<file path="src/rtl/mul_div_hilo_unit.sv">
// mul_div_hilo_unit: HI/LO holding stage that sequences an external signed multiplier
// and performs signed restoring division into the same HI/LO pair.
module mul_div_hilo_unit #(
  parameter int WIDTH      = 32,
  parameter int DIV_CYCLES = 32
) (
  input  logic             clock,
  input  logic             clear,
  input  logic             start,
  input  logic [1:0]       op,
  input  logic [WIDTH-1:0] a,
  input  logic [WIDTH-1:0] b,
  output logic [WIDTH-1:0] mul_a,
  output logic [WIDTH-1:0] mul_b,
  input  logic [WIDTH-1:0] mul_lo,
  input  logic [WIDTH-1:0] mul_hi,
  input  logic [WIDTH-1:0] hi_in,
  input  logic [WIDTH-1:0] lo_in,
  input  logic             hi_en,
  input  logic             lo_en,
  output logic             busy,
  output logic             done,
  output logic             div_by_zero,
  output logic [WIDTH-1:0] hi_out,
  output logic [WIDTH-1:0] lo_out
);
  localparam int CW = $clog2(DIV_CYCLES);
  typedef enum logic [1:0] {IDLE, MUL, DIV, FIX} state_t;
  state_t state, state_nx;
  logic [WIDTH-1:0] rem, quo, dvsr;
  logic [WIDTH:0] trial;
  logic [CW-1:0] cnt;
  logic sa, sb, dz, accept, last;
  always_comb begin
    accept = state == IDLE && start && !op[1];
    last = cnt == CW'(DIV_CYCLES - 1);
    trial = {rem, quo[WIDTH-1]} - {1'b0, dvsr};
    state_nx = state;
    case (state)
      IDLE:    state_nx = accept ? (op[0] ? DIV : MUL) : IDLE;
      DIV:     state_nx = dz ? IDLE : last ? FIX : DIV;
      default: state_nx = IDLE;
    endcase
  end
  // quo starts as |dividend| and shifts its bits out into the remainder while quotient bits shift in
  always_ff @(posedge clock or negedge clear) begin
    if (!clear) begin
      state <= IDLE;
      hi_out <= '0;
      lo_out <= '0;
      mul_a <= '0;
      mul_b <= '0;
      busy <= 1'b0;
      done <= 1'b0;
      div_by_zero <= 1'b0;
      rem <= '0;
      quo <= '0;
      dvsr <= '0;
      sa <= 1'b0;
      sb <= 1'b0;
      dz <= 1'b0;
      cnt <= '0;
    end else begin
      state <= state_nx;
      done <= 1'b0;
      if (!busy && hi_en) hi_out <= hi_in;
      if (!busy && lo_en) lo_out <= lo_in;
      if (accept) begin
        busy <= 1'b1;
        div_by_zero <= 1'b0;
        if (op[0]) begin
          sa <= a[WIDTH-1];
          sb <= b[WIDTH-1];
          quo <= a[WIDTH-1] ? -a : a;
          dvsr <= b[WIDTH-1] ? -b : b;
          rem <= '0;
          dz <= b == '0;
          cnt <= '0;
        end else begin
          mul_a <= a;
          mul_b <= b;
        end
      end
      if (state == MUL) begin
        hi_out <= mul_hi;
        lo_out <= mul_lo;
        done <= 1'b1;
        busy <= 1'b0;
      end
      if (state == DIV && dz) begin
        done <= 1'b1;
        busy <= 1'b0;
        div_by_zero <= 1'b1;
      end
      if (state == DIV && !dz) begin
        rem <= trial[WIDTH] ? {rem[WIDTH-2:0], quo[WIDTH-1]} : trial[WIDTH-1:0];
        quo <= {quo[WIDTH-2:0], ~trial[WIDTH]};
        cnt <= cnt + 1'b1;
      end
      if (state == FIX) begin
        lo_out <= (sa ^ sb) ? -quo : quo;
        hi_out <= sa ? -rem : rem;
        done <= 1'b1;
        busy <= 1'b0;
      end
    end
  end
endmodule

</file>
<file path="config.mk">
export PLATFORM = sky130hd
export DESIGN_NAME = mul_div_hilo_unit
export DESIGN_NICKNAME = d
export VERILOG_FILES = /design/src/rtl/mul_div_hilo_unit.sv
export SDC_FILE = /design/constraint.sdc
export NUM_CORES = 1
export LEC_CHECK = 0
export CAP_MARGIN = 20
export CORE_UTILIZATION = 51
export DETAILED_ROUTE_END_ITERATION = 16
export PLACE_DENSITY_LB_ADDON = 0.05
export SYNTH_ARGS = -nofsm -noshare
export SYNTH_HDL_FRONTEND = slang
export SYNTH_SLANG_ARGS = --single-unit
</file>
<file path="constraint.sdc">
create_clock -name clock -period 3.9 [get_ports clock]
set_input_delay 1.17 -clock clock [delete_from_list [all_inputs] [get_ports clock]]
set_output_delay 1.17 -clock clock [all_outputs]
set_load 0.05 [all_outputs]
</file>
==> results <==
## state kept, by name (all words and copies together) (netlist names)
| name | count |
|---|---|
| busy | 1 |
| quo | 32 |
| mul_a | 32 |
| mul_b | 32 |
| sb | 1 |
| state | 2 |
| sa | 1 |
| rem | 32 |
| dz | 1 |
| done | 1 |
| dvsr | 32 |
| lo_out | 32 |
| cnt | 5 |
| div_by_zero | 1 |
| hi_out | 32 |
## metrics by stage
stage	util [%]	setup TNS [ns]	hold slack, ns
after CTS	69.7	0	0.469
after floorplan	-	0	0.450
final	69.7	0	0.463
after detailed placement	66.4	-0.262	0.456
after global routing	69.7	0	0.488
after global placement	66.4	-0.118	0.452
## timing repair
| item | 4_1_cts | 5_1_grt |
|---|---|---|
| setup endpoints to repair | 0 | 9 |
| resized for setup | 0 | 1 |
| setup buffers | 0 | 0 |
## per-layer routing
metal | track usage, % | vias to the layer above | routed length [µm] | share of wire [%]
met1 | 43.3 | 6064 | 20400 | 49
li1 | - | 6273 | - | -
met4 | 6.82 | 0 | 877 | 2.1
met2 | 41.6 | 426 | 17400 | 42
met3 | 5.02 | 48 | 3090 | 7.4
met5 | 0 | - | 0 | 0
## where the power goes
| group | total [mW] | leakage [nW] | switching [mW] | internal, mW |
|---|---|---|---|---|
| Sequential | 4.77 | 2.89 | 1.13 | 3.65 |
| Combinational | 11.7 | 5.01 | 7.09 | 4.61 |
| Clock | 2.59 | 0.442 | 1.06 | 1.53 |
| Total | 19.1 | 8.34 | 9.27 | 9.79 |
## cells in the mapped netlist (16+ instances only)
master | count | area [µm²]
o31ai_1 | 23 | 173
xor2_1 | 95 | 832
nor2_1 | 68 | 255
o41ai_1 | 19 | 166
mux2i_1 | 84 | 841
nand3_1 | 20 | 100
o211ai_1 | 30 | 225
mux2_2 | 69 | 777
inv_1 | 57 | 214
a22oi_1 | 28 | 210
clkbuf_1 | 70 | 263
xnor2_1 | 49 | 429
ha_1 | 38 | 475
o21ai_0 | 193 | 966
dfrtp_1 | 237 | 5930
nand2_1 | 185 | 694
a21oi_1 | 90 | 450
or4_1 | 16 | 120
## cells in the final DEF (no fill, tap or decap), types with 4 or more instances in the layout
cell / synthesis / final
or4_1: 16 / 16
nand2_1: 185 / 183
dfrtp_1: 237 / 235
a31oi_1: 6 / 6
nor4_1: 8 / 8
nor2b_1: 8 / 8
clkinv_2: 0 / 4
buf_12: 0 / 4
clkbuf_8: 0 / 5
nor2_1: 68 / 67
or2_2: 7 / 7
xor2_1: 95 / 94
o21ai_1: 6 / 6
a21o_1: 14 / 14
or3_1: 14 / 14
clkdlybuf4s50_1: 0 / 328
nor3_1: 7 / 6
a32oi_1: 6 / 6
nand2b_1: 10 / 10
nand4_1: 5 / 5
o21ai_0: 193 / 193
mux2_2: 69 / 69
clkbuf_16: 0 / 29
inv_1: 57 / 57
xnor2_1: 49 / 49
o31ai_1: 23 / 23
mux2i_1: 84 / 84
o21bai_1: 5 / 5
o211ai_1: 30 / 30
ha_1: 38 / 38
clkbuf_1: 70 / 11
o41ai_1: 19 / 19
a211oi_1: 14 / 14
a21oi_1: 90 / 90
nand3_1: 20 / 20
a22oi_1: 28 / 28
buf_4: 0 / 65
## kinds of logic (layout without fill, tap and decap cells)
family,count (synthesis),after routing,share of synthesized area (%)
AOI/OAI and AO/OA,466,466,19.8
and+or+nand+nor,370,370,11.8
DFF,237,237,41.0
muxes,153,153,11.2
xor gates and xnor gates,145,145,8.90
buffers and inverters,143,507,3.84
adders and majority gates,39,39,3.42
other,0,3,0
## critical path, stage by stage, from the launching register on
cell       delay (ns)
dfrtp_1          0.35
inv_1            0.09
ha_1             0.23
fa_1             0.41
nand2b_1         0.18
a21oi_1          0.18
o21ai_1          0.17
a2111oi_2        0.41
o21ai_1          0.16
a21oi_1          0.30
a221oi_2         0.18
xnor2_4          0.19
buf_12           0.22
nand2_1          0.22
o21ai_0          0.26
## layout make-up
type / instances / area share (%)
timing repair buffer: 398 / 19.9
antenna: 3 / 0.0386
sequential: 237 / 30.6
multi-input combinational: 1173 / 41.3
inverter: 57 / 1.10
clock inverter: 7 / 0.354
clock buffer: 45 / 4.30
tap: 378 / 2.43
## final timing paths
kind	slack, ns	start	depth (start not counted)	endpoint
max	0.25	quo[31]	14	rem[27]
min	0.46	hi_out[23]	2	hi_out[23]
max reg2reg	0.25	quo[31]	14	rem[27]
min reg2reg	0.46	hi_out[23]	2	hi_out[23]
max in group asynchronous	2.30	clear	2	rem[1]
min in group asynchronous	0.63	clear	1	lo_out[19]
==> flow_summary.json <==
{
  "antenna_left": 0,
  "cts.sinks": 237,
  "max_freq_mhz": 274,
  "tritoncts": "done",
  "post-route-min-period_ns": 3.65,
  "clk_latency_ns": 0.55,
  "finalWirelength_mm": 41.7,
  "cts_max_level": 1,
  "tightest_slew_ns": 1.03,
  "ctsHoldBuffers": 0,
  "finalPower_mw": 19.1,
  "rsz0062_at_grt": "false",
  "ir_drop_mv": 0.624,
  "fin_skew_ns": 0.0127,
  "avgSynthCellArea_um2": 9.32,
  "drt_pass1_iterations": 5,
  "synthesis.area_um2": 14500,
  "placed_area_um2": 18500,
  "ys_types": 66,
  "multi_input_area_um2": 8020,
  "drv_slew": 0,
  "path_max_fanout": 26,
  "fp.dieArea_um2": 29100,
  "rows": 61,
  "design_area_um2": 19400,
  "hold_class": "flop to flop",
  "path_class": "flop to flop",
  "layout_setup_ws_ns": 0.247,
  "cp.arrival_ns": 4.11,
  "p_per_area_nw_per_um2": 981,
  "synth-edff-count": 0,
  "endpoint_kind": "flop",
  "die_x_um": 170,
  "synthesis.nets": 1791,
  "leakagePower_nw": 8.34,
  "grt_pass1_wl_mm": 65.5,
  "ys_warn_count": 0,
  "cts_buffers": 28,
  "fin_cells": 2298,
  "finalHoldViolCount": 0,
  "antenna_found_initial": 3,
  "ys_async_sr_fraction_pct": 100,
  "port_buffers": 329,
  "critPathLaunchType": "flop",
  "routabilityCongestion": 0.865,
  "period_share_pct": 93.7,
  "ioPinCount": 330,
  "nets": 2133,
  "drc": 0,
  "clk_pin_slew_ns": 0.06,
  "seq_area_frac_synth_pct": 41.0,
  "grt_pass1_vias": 12100,
  "wl_per_cell_um": 18.2,
  "placed_cells": 2243,
  "drive_gt1_share_pct": 11.1,
  "clockBufferDepth": 3,
  "syn2layout_area_growth_pct": 34.2,
  "die_h_um": 170,
  "grt-ovfl-total": 0,
  "synth_cells": 1553,
  "vias_per_cell": 5.57,
  "nFillCells": 2202,
  "ctsRootBufferMaster": "clkbuf_16",
  "grt_usage_pct": 28.5,
  "setup_viol": 0,
  "grt_max_degree": 88,
  "status": "complete, no violations",
  "slew_headroom_pct": 31.0,
  "maxCapViolCount": 0,
  "first_iter_violations": 836,
  "synthFlopType": "dfrtp_1",
  "dp_slack_ns": -0.0991,
  "hpwl_mm": 31.1,
  "core_area_um2": 27900,
  "initial_utilization_pct": 52.0,
  "seq_area_um2": 5940,
  "cp.required_ns": 4.36,
  "yosys_register_bits": 237,
  "num_vias": 12800
}
(Power assumes the default switching activity.)
